===== config.mk =====
export PLATFORM = sky130hd
export DESIGN_NAME = step_scheduler_flat
export DESIGN_NICKNAME = d
export VERILOG_FILES = /design/src/rtl/step_scheduler_if.sv /design/src/rtl/step_scheduler.sv /design/src/flat_wrapper.sv
export SDC_FILE = /design/constraint.sdc
export NUM_CORES = 1
export LEC_CHECK = 0
export CORE_AREA = 10 10 72 74
export CTS_BUF_LIST = sky130_fd_sc_hd__clkbuf_4 sky130_fd_sc_hd__clkbuf_8
export CTS_CLUSTER_SIZE = 25
export DETAILED_ROUTE_END_ITERATION = 8
export DIE_AREA = 0 0 82 84
export PLACE_DENSITY = 0.83
export SYNTH_ARGS = -nofsm -noshare
export SYNTH_HDL_FRONTEND = slang
export SYNTH_SLANG_ARGS = --single-unit

===== constraint.sdc =====
create_clock -name clk_raw -period 3.1 [get_ports clk_raw]
set_input_delay 0.775 -clock clk_raw [delete_from_list [all_inputs] [get_ports clk_raw]]
set_output_delay 0.775 -clock clk_raw [all_outputs]
set_load 0.02 [all_outputs]

===== src/rtl/step_scheduler_if.sv =====
// step_scheduler_if: request/acknowledge bundle between the step scheduler
// and the move, collision-check and food units.
interface step_scheduler_if;
    logic [1:0] mv_req;
    logic       mv_ack;
    logic       chk_req;
    logic       chk_done;
    logic       hit1;
    logic       hit2;
    logic       food_req;
    logic       food_done;

    // scheduler side
    modport master (
        output mv_req, chk_req, food_req,
        input  mv_ack, chk_done, hit1, hit2, food_done
    );

    // worker-unit side
    modport slave (
        input  mv_req, chk_req, food_req,
        output mv_ack, chk_done, hit1, hit2, food_done
    );
endinterface


===== src/rtl/step_scheduler.sv =====
// step_scheduler: sequences one game step (move snake A, move snake B,
// collision check, food check) every TICK_DIV cycles, with pause/resume,
// per-snake alive tracking and a completed-step counter.
// Optional macro STEP_TIMEOUT_EN: abort to OVER with err=1 when a request
// is not acknowledged within ACK_TMO cycles.
module step_scheduler #(
    parameter int unsigned TICK_DIV = 1250,
    parameter int unsigned ACK_TMO  = 15
) (
    input  logic             clk_raw,
    input  logic             rst_n,
    input  logic             start,
    input  logic             pause,
    step_scheduler_if.master bus,
    output logic [2:0]       state,
    output logic [1:0]       alive,
    output logic [15:0]      steps,
    output logic             err
);

    typedef enum logic [2:0] {
        st_idle  = 3'd0,
        st_wait  = 3'd1,
        st_movea = 3'd2,
        st_moveb = 3'd3,
        st_check = 3'd4,
        st_food  = 3'd5,
        st_pause = 3'd6,
        st_over  = 3'd7
    } state_t;

    localparam logic [15:0] DIV_LAST = 16'(TICK_DIV - 1);

    state_t      cur;
    state_t      nxt;
    logic [15:0] div;
    logic        first;
    logic        first_alive;
    logic        second_alive;
    logic        timeout;

    // first=0 means snake1 moves first in this step
    assign first_alive  = first ? alive[1] : alive[0];
    assign second_alive = first ? alive[0] : alive[1];

`ifdef STEP_TIMEOUT_EN
    localparam logic [15:0] TMO_LAST = 16'(ACK_TMO - 1);

    logic [15:0] tmo;
    logic        holding;
    logic        req_ack;

    assign holding = cur inside {st_movea, st_moveb, st_check, st_food};

    // acknowledge matching the request currently held
    always_comb begin
        req_ack = 1'b0;
        case (cur)
            st_movea, st_moveb: req_ack = bus.mv_ack;
            st_check:           req_ack = bus.chk_done;
            st_food:            req_ack = bus.food_done;
            default:            req_ack = 1'b0;
        endcase
    end

    // the edge that would make the count reach ACK_TMO aborts instead
    assign timeout = holding && !req_ack && (tmo == TMO_LAST);

    // per-handshake age, restarted whenever a new request is raised
    always_ff @(posedge clk_raw) begin
        if (!rst_n || !holding || nxt != cur) begin
            tmo <= '0;
        end else begin
            tmo <= tmo + 1'b1;
        end
    end

    // sticky timeout flag, cleared when leaving OVER
    always_ff @(posedge clk_raw) begin
        if (!rst_n) begin
            err <= 1'b0;
        end else if (timeout) begin
            err <= 1'b1;
        end else if (cur == st_over && start) begin
            err <= 1'b0;
        end
    end
`else
    assign timeout = 1'b0;
    assign err     = 1'b0;
`endif

    // state register
    always_ff @(posedge clk_raw) begin
        if (!rst_n) begin
            cur <= st_idle;
        end else begin
            cur <= nxt;
        end
    end

    // next-state: dead snakes are skipped by routing straight past their move state
    always_comb begin
        nxt = cur;
        case (cur)
            st_idle:  if (start) nxt = st_wait;
            st_wait: begin
                if (pause && !start) begin
                    nxt = st_pause;
                end else if (div == DIV_LAST) begin
                    nxt = first_alive ? st_movea : (second_alive ? st_moveb : st_check);
                end
            end
            st_movea: if (bus.mv_ack) nxt = second_alive ? st_moveb : st_check;
            st_moveb: if (bus.mv_ack) nxt = st_check;
            st_check: if (bus.chk_done) nxt = st_food;
            st_food:  if (bus.food_done) nxt = (alive == 2'b00) ? st_over : st_wait;
            st_pause: if (start || pause) nxt = st_wait;
            st_over:  if (start) nxt = st_idle;
            default:  nxt = st_idle;
        endcase
        if (timeout) nxt = st_over;
    end

    // requests are decoded from the state, so they rise on entry and drop after the ack
    always_comb begin
        bus.mv_req   = '0;
        bus.chk_req  = 1'b0;
        bus.food_req = 1'b0;
        case (cur)
            st_movea: bus.mv_req   = first ? 2'b10 : 2'b01;
            st_moveb: bus.mv_req   = first ? 2'b01 : 2'b10;
            st_check: bus.chk_req  = 1'b1;
            st_food:  bus.food_req = 1'b1;
            default:  ;
        endcase
    end

    // game bookkeeping: alive flags, step count, move order, WAIT divider
    always_ff @(posedge clk_raw) begin
        if (!rst_n) begin
            alive <= '0;
            steps <= '0;
            first <= 1'b0;
            div   <= '0;
        end else begin
            if (cur == st_idle && start) begin
                alive <= 2'b11;
                steps <= '0;
                first <= 1'b0;
            end
            if (cur == st_check && bus.chk_done) begin
                alive <= alive & ~{bus.hit2, bus.hit1};
            end
            if (cur == st_food && bus.food_done) begin
                steps <= steps + 1'b1;
                first <= ~first;
            end
            // divider freezes on pause and is kept on resume from PAUSE
            if (cur == st_wait && nxt == st_wait) begin
                div <= div + 1'b1;
            end else if (nxt == st_wait && cur != st_wait && cur != st_pause) begin
                div <= '0;
            end
        end
    end

    assign state = cur;

endmodule


===== src/flat_wrapper.sv =====
// flat-port wrapper written by rule: the top's interface ports become plain ports
module step_scheduler_flat 
#(
    parameter int unsigned TICK_DIV = 1250,
    parameter int unsigned ACK_TMO  = 15
)
  (clk_raw, rst_n, start, pause, state, alive, steps, err, bus_mv_req, bus_chk_req, bus_food_req, bus_mv_ack, bus_chk_done, bus_hit1, bus_hit2, bus_food_done);
  step_scheduler_if bus_i ();
  input  logic clk_raw;
  input  logic rst_n;
  input  logic start;
  input  logic pause;
  output logic [2:0] state;
  output logic [1:0] alive;
  output logic [15:0] steps;
  output logic err;
  output wire logic [$bits(bus_i.mv_req)-1:0] bus_mv_req;
  output wire logic [$bits(bus_i.chk_req)-1:0] bus_chk_req;
  output wire logic [$bits(bus_i.food_req)-1:0] bus_food_req;
  input wire logic [$bits(bus_i.mv_ack)-1:0] bus_mv_ack;
  input wire logic [$bits(bus_i.chk_done)-1:0] bus_chk_done;
  input wire logic [$bits(bus_i.hit1)-1:0] bus_hit1;
  input wire logic [$bits(bus_i.hit2)-1:0] bus_hit2;
  input wire logic [$bits(bus_i.food_done)-1:0] bus_food_done;
  assign bus_mv_req = bus_i.mv_req;
  assign bus_chk_req = bus_i.chk_req;
  assign bus_food_req = bus_i.food_req;
  assign bus_i.mv_ack = bus_mv_ack;
  assign bus_i.chk_done = bus_chk_done;
  assign bus_i.hit1 = bus_hit1;
  assign bus_i.hit2 = bus_hit2;
  assign bus_i.food_done = bus_food_done;
  step_scheduler #(.TICK_DIV(TICK_DIV), .ACK_TMO(ACK_TMO)) u_core (.clk_raw(clk_raw), .rst_n(rst_n), .start(start), .pause(pause), .bus(bus_i), .state(state), .alive(alive), .steps(steps), .err(err));
endmodule

### Yosys cells after proc, flatten, opt, wreduce, memory -nomap -nowiden

Index checks and enable logic that the tools add are counted.
W data, S select, Z words.

* register bits: 38
* output and inout bits: 26
* input bits: 9

* reductions and logical operators: 14
* equality and inequality tests: 11
* multiplexer cells: 28
* add/sub/neg operators: 2
* bitwise operators: 3

Operator list (count)
* $mux W16: 4
* $mux W3: 12
* $add A16 B1 Y16 const B: 2
* $pmux W3 S8: 1
* $eq A16 B11 Y1 const B: 1
* $eq A3 B3 Y1 const B: 4
* $mux W2: 4
* $logic_and A1 B1 Y1: 7
* $eq A3 B1 Y1 const B: 2
* $eq A3 B2 Y1 const B: 2
* $mux W1: 6
* $reduce_bool A2 Y1: 3
* $pmux W2 S2: 1
* $logic_not A3 Y1: 1
* $ne A3 B1 Y1 const B: 1
* $ne A3 B3 Y1 const B: 1
* $and A2 B2 Y2: 1
* $logic_not A2 Y1: 1
* $not A2 Y2: 1
* $logic_not A1 Y1: 1
* $logic_or A1 B1 Y1: 1
* $not A1 Y1: 1

### Longest topological paths before layout

* depth in word-level cells: 11
* gate-level depth with buffers: 9
* mapped depth without buffers: 8

### Worst setup path after synthesis

OpenSTA, ideal clock, no wires.

* path kind: input-to-reg
* start: input bus_food_done
* end: register u_core.div[12]
* data required time: 2970 ps
* slack: 942 ps
* data arrival time: 2027 ps
* stages on the path: 7
* setup time: 130 ps
* buffers on the path: 1
* path through: nand2_1 > or2_0 > a221o_1 > o21bai_4 > buf_6 > o311ai_1 > o31ai_1

* cells in the longest elaborated chain, start to end: 6
* elaborated cells between the ends (all ways): 8
* those cells by class: eq/ne (1); mux (3); reduce/logical (4)

RTL lines
* from (decl): line flat_wrapper.sv:24 `input wire logic [$bits(bus_i.food_done)-1:0] bus_food_done;`
* $mux W3 (*): line step_scheduler.sv:117 `st_food: if (bus.food_done) nxt = (alive == 2'b00) ? st_over : st_wait;`
* $pmux W3 S8 (*): line step_scheduler.sv:105 `case (cur)`
* $eq A3 B1 Y1 (*): line step_scheduler.sv:160, step_scheduler.sv:162
* $logic_and A1 B1 Y1 (2 in series): line step_scheduler.sv:162 `end else if (nxt == st_wait && cur != st_wait && cur != st_pause) begin`
* $reduce_bool A2 Y1 (no line)
* to (signal assigned): line step_scheduler.sv:161 `div <= div + 1'b1;`
* to (decl): line step_scheduler.sv:36 `logic [15:0] div;`

Mark *: on every way between the ends. The rest lies on a longest branch, timed or not.
A chain may end at the register's enable or synchronous reset.

### Worst setup path in the final report

* start: register u_core.cur[1], in the netlist u_core.state[1]
* end: output bus_mv_req[1]

* cells in the longest elaborated chain, start to end: 2
* elaborated cells between the ends (all ways): 3
* those cells by class: eq/ne (2); mux (1)

RTL lines
* from (decl): line step_scheduler.sv:34 `state_t cur;`
* from (signal assigned): line step_scheduler.sv:96 `cur <= st_idle;`
* from (signal assigned): line step_scheduler.sv:98 `cur <= nxt;`
* $eq A3 B2 Y1: line step_scheduler.sv:130 `case (cur)`
* $pmux W2 S2 (*): line step_scheduler.sv:130
* to (decl): line flat_wrapper.sv:17 `output wire logic [$bits(bus_i.mv_req)-1:0] bus_mv_req;`

Marks and branches as above.

==> out/qor.yml <==
outcome:
  outcome: "finished clean"
worst_setup_path:
  worst-path-buf-inv: 1
  critPathSlowestCell: "dfxtp_1"
  path_class: "reg2out"
  critPathArrivalTime_ns: 1.96
  max_stage_delay_ns: 0.62
  worstSetupStartpointType: "flip-flop"
  path_delay_family: "flip-flops"
  crit_required_ns: 2.32
  reg2reg_depth: 5
  critPathMaxFanout: 17
  end_kind: "primary output"
  path_cells: "nor2b_1 > and2_1 > clkdlybuf4s50_1"
  crit_cells: 3
logic_synthesis:
  yosys-top-cells-count: "38 x dfxtp_1, 21 x nor2_1, 19 x nand3_1"
  ys_types: 60
  yosys.area.top_type_share_pct: 34.4
  syn_area_um2: 2210
  syn_area_per_cell_um2: 8.28
  yosysMostFrequentCell: "dfxtp_1"
  ys_ff_latch: 38
  synthCells: 267
  async_flop_share_pct: 0
  synth_edf_count: 0
  mappedNetlistNets: 279
  synth_top_area_cell: "dfxtp_1"
  ys_seq_area_share_pct: 34.4
  ys_warn_count: 0
  synth.area.top_cells: "dfxtp_1 34%, o311ai_1 5.2%, nand3_1 4.3%"
  synth_flop_cell: "dfxtp_1"
place:
  dp_cells: 337
  gp_congestion: 0.867
  dp_hpwl_um: 3730
  portBuffers: 33
grt:
  grt_antenna_before_repair: 0
  grt_pass1_vias: 1857
  grt_pass1_wl_um: 8630
  overflow: 0
  grt.total_usage_pct: 15.0
  grt_max_degree: 24
power_and_ir_drop:
  leakagePower_nw: 0.990
  powerDensity_nw_per_um2: 430
  total_power_mw: 1.14
  peakVddDrop_uv: 274
timing:
  hold_viol: 0
  relSlewSlack_pct: 59.7
  worst_pin_slew_ns: 0.604
  max_freq_ghz: 0.366
  setup_viol: 0
  grt_setup_unrepaired: "no"
  slew_viol_final: 0
  fin_crit_sh_pct: 88.2
  period_minus_slack_ns: 2.73
  hold_ws_ns: 0.462
  tns_ns: 0
  finalClockSkew_ns: 0.0114
run:
  drv_cap: 0
clocking:
  cts_resized: 0
  cts.clk_slew.worst_paths_ns: 0.07
  h-tree-depth: 2
  clk_latency_ns: 0.29
  clock-sinks: 38
  cts_tree: "built"
  root_buffer: "clkbuf_8"
  post_cts_buffers: 0
  clk_path_buf_depth: 2
  cts_hold_buf: 0
  cts_buffers: 5
drt:
  wl_per_cell_um: 14.9
  drcViolationCount: 0
  drt_iter0_markers: 67
  drt_pre_antenna_iters: 4
  vias: 2070
  viasPerCell: 6.00
  final_antenna_net_count: 0
  drt-total-wl_um: 5140
finish:
  instances_no_fill: 345
  fin_util_pct: 68.7
  antenna_cells: 0
  syn_to_final_growth_pct: 19.9
  final_layout_size_suffix_gt1_share_pct: 6.44
  final_nets: 306
floorplanning:
  die_w_um: 82
  num_rows: 23
  core-area_um2: 3860
  dieArea_um2: 6890
  start_util_pct: 57.3
  ios: 35
  fp.dieH_um: 84
hold_path:
  hold_depth: 1
  hp-class: "reg2reg"
==> cells in the final DEF, fill, tap and decap left out, types with 5 or more instances in the layout <==
master,count
clkbuf_8,5
o21ai_1,13
dfxtp_1,38
a21oi_1,9
o31ai_1,5
nor2_1,21
and2_1,12
and3_1,9
o311ai_1,13
nand2_1,18
clkdlybuf4s50_1,33
nand3b_1,5
o21ai_0,11
nand3_1,19
==> flip-flops by register name (all words and copies together) (netlist names) <==
name          cells
u_core.div       16
u_core.first      1
u_core.alive      2
u_core.steps     16
u_core.state      3
==> worst register-to-register path: stages (launching register included) <==
cell and delay (ns):
dfxtp_1 0.62, or3b_1 0.58, or2_1 0.25, nand3b_2 0.31
o311ai_1 0.38, o31ai_1 0.11
==> worst paths after layout <==
path,start,end,slack [ns]
setup / recovery,u_core.state[1],bus_mv_req[1],0.37
hold / removal,u_core.div[15],u_core.div[15],0.46
setup reg to reg,u_core.state[1],u_core.div[12],0.73
hold reg to reg,u_core.div[15],u_core.div[15],0.46
==> metal layers <==
metal | GRT usage [%] | share of wire (%) | routed length (um) | vias up
li1 | - | - | - | 1054
met1 | 18.8 | 46 | 2350 | 975
met2 | 23.9 | 48 | 2450 | 37
met3 | 4.09 | 6.0 | 308 | 4
met4 | 4.49 | 0.62 | 32 | 0
met5 | 0 | 0 | 0 | -
==> area by class of cell <==
| cell class | count | area (um2) |
|---|---|---|
| tap | 50 | 62.6 |
| multi-input combinational | 211 | 1360 |
| clock buffer | 5 | 68.8 |
| sequential | 38 | 761 |
| inverter | 3 | 11.3 |
| clock inverter | 3 | 40.0 |
| timing repair buffer | 35 | 345 |
| fill | 341 | 1210 |
==> power by group <==
| part | internal, mW | total (mW) | switching [mW] |
|---|---|---|---|
| registers | 0.498 | 0.522 | 0.0243 |
| clock network | 0.237 | 0.410 | 0.173 |
| logic | 0.0831 | 0.206 | 0.123 |
==> metrics by stage <==
| stage | instance area [um2] | worst slack [ns] |
|---|---|---|
| detailed placement | 2540 | 0.214 |
| finish | 2650 | 0.365 |
| CTS | 2650 | 0.357 |
| global placement | 2540 | 0.298 |
| floorplan | 2210 | 0.942 |
| global route | 2650 | 0.174 |
==> cell families (layout without fill, tap and decap cells) <==
group / Yosys count / in the layout / synth area share [%]
other: 1 / 1 / 0.170
adder cells (fa/ha/maj): 3 / 3 / 1.70
buffers and inverters: 18 / 46 / 4.02
XOR/XNOR: 5 / 5 / 1.98
AO/OA/AOI/OAI: 78 / 78 / 24.8
AND/OR/NAND/NOR: 120 / 120 / 31.1
flip-flops: 38 / 38 / 34.4
multiplexers: 4 / 4 / 1.81
Note: power is estimated with default switching activity, not from simulation.
==> RTL change: new RTL, same settings <==
Compare `div` against `DIV_LAST` with >= in place of ==.
--- a/src/rtl/step_scheduler.sv
+++ b/src/rtl/step_scheduler.sv
@@ -107,7 +107,7 @@
             st_wait: begin
                 if (pause && !start) begin
                     nxt = st_pause;
-                end else if (div == DIV_LAST) begin
+                end else if (div >= DIV_LAST) begin
                     nxt = first_alive ? st_movea : (second_alive ? st_moveb : st_check);
                 end
             end
Check against the original RTL: same outputs for any inputs over 10 cycles, from zero or initial values and one cycle with rst_n low; that may be too few to reach the edited logic, so the function may still have changed.
==> RTL change against the original RTL <==
Non-clock buffer count up 2; final area decreased by 1.8%; worst setup slack better by 6.3 ps; utilization is 1.3 points lower; count of clock-buffer cells in the layout did not move; total power fell by 8.5%; global-route usage shrank 0.088 points; register-to-register slack worse by 70 ps; synthesized area down 0.68%; wire length down 0.82%; critical endpoint unchanged; synthesized cell count up 0.75%; sequential cell count unchanged.
==> RTL change: results (changes against the original RTL) <==
stage,metric,value,unit,change
status,outcome,"complete, no violations",,
logic_synthesis,synth warn,0,,unchanged
power_and_ir_drop,Max IR drop VDD,278.1,uV,+1.4%
placed_design,Setup Slack @ Placement,84.83,ps,-128.9 ps
clocking,clock slew at reported path FFs,70,ps,about the same
route,final WL,5096,um,-0.82%
global_route,gr usage total,14.87,%,-0.088 points
route,Via-to-Cell Ratio,5.908,,-1.5%
global_route,largest net degree at the start of global routing,22,,-8.3%
placed_design,RePlAce Congestion,0.8978,,+3.5%
timing,clock skew,5.204,ps,-6.177 ps
global_route,first-pass GRT wire length,8625,um,about the same
logic_synthesis,area fraction in compound gates after synthesis,18.81,%,-6.0 points
worst_setup_path,Worst path slowest cell,dfxtp_1,,
worst_setup_path,reg2reg path depth,7,,+2
clocking,number of buffers created by CTS,5,,unchanged
clocking,H-tree depth,2,,unchanged
logic_synthesis,Synth Area in Adders,2.281,%,+0.58 points
logic_synthesis,post-synth net total,282,,+1.1%
placed_design,placed cell areas,2521,sq um,-0.74%
logic_synthesis,Yosys cell types,54,,-10%
worst_setup_path,"Largest stage delay, worst path",710,ps,+90 ps
logic_synthesis,mux share of post-synthesis cell area,3.649,%,+1.8 points
final_layout,share of layout cells above drive strength 1,6.419,%,-0.022 points
global_route,vias in the first global route,1943,,+4.6%
route,drt initial violations,153,,+130%
logic_synthesis,"Seq/Total Area, Yosys",34.66,%,+0.24 points
power_and_ir_drop,leakage power,0.9422,nW,-4.8%
logic_synthesis,"top cells by count, synth","38 x dfxtp_1, 24 x nand2_1, 22 x a21oi_1",,
logic_synthesis,post-synthesis xor/xnor area fraction,1.596,%,-0.39 points
min_path,hold path cells,2,,+1
logic_synthesis,top post-synthesis cells by area,"dfxtp_1 35%, a21oi_1 5.0%, nand2_1 4.1%, nand3_1 3.9%, mux2i_1 3.6%",,
placed_design,HPWL after DPL,3693,um,-1.0%
worst_setup_path,WP data arrival,1950,ps,
timing,Worst-Margin Slew,607.2,ps,+3.148 ps
worst_setup_path,"critical path fanouts, max",20,,+3
final_layout,fillers,357,,+4.7%
final_layout,nets@finish,309,,+0.98%
RTL change: final cells by class:
type | instances | area [sq um] | area share [%]
tap | 50 | 62.56 | 2.406
sequential | 38 | 760.7 | 29.26
multi-input combinational | 206 | 1308 | 50.29
inverter | 8 | 30.03 | 1.155
clock buffer | 5 | 68.82 | 2.647
clock inverter | 2 | 10.01 | 0.3850
timing repair buffer | 37 | 360.3 | 13.86
RTL change: kinds of logic after synthesis:
| kind of cell | Yosys count |
|---|---|
| AO/OA/AOI/OAI | 64 |
| XOR/XNOR | 4 |
| buffers and inverters | 25 |
| other | 1 |
| adder cells (fa/ha/maj) | 4 |
| flip-flops | 38 |
| multiplexers | 8 |
| AND/OR/NAND/NOR | 125 |
RTL change: worst paths after layout:
| kind | startpoint | end | slack, ps |
|---|---|---|---|
| setup / recovery | u_core.state[1] | bus_mv_req[1] | 370 |
| hold / removal | u_core.div[14] | u_core.div[14] | 460 |
| setup reg to reg | u_core.state[0] | u_core.div[14] | 660 |
| hold reg to reg | u_core.div[14] | u_core.div[14] | 460 |
RTL change: metal layers:
layer	wire length [um]	global-route usage, %	vias to the layer above
met5	0	0	-
met4	51	4.644	0
met3	370	4.526	5
met2	2364	23.97	47
met1	2309	18.13	967
li1	-	-	1025
RTL change: through the flow:
stage                     std cells  hold WS [ps]
after floorplan                 269         422.4
after global placement          339         443.4
after detailed placement        339         446.4
after CTS                       346         457.9
after global routing            346         494.9
final                           346         458.3
RTL change: critical path, delay by kind of cell, from the launching register on:
family	cells	cell delay [ps]
flops	1	710
buf+inv	1	620
simple gates	2	330
RTL change: power by group:
| part | switching (W) | internal, W | total, W |
|---|---|---|---|
| clock network | 0.000165 | 0.000151 | 0.000316 |
| logic | 0.000124 | 0.0000765 | 0.000200 |
| registers | 0.0000266 | 0.000498 | 0.000525 |
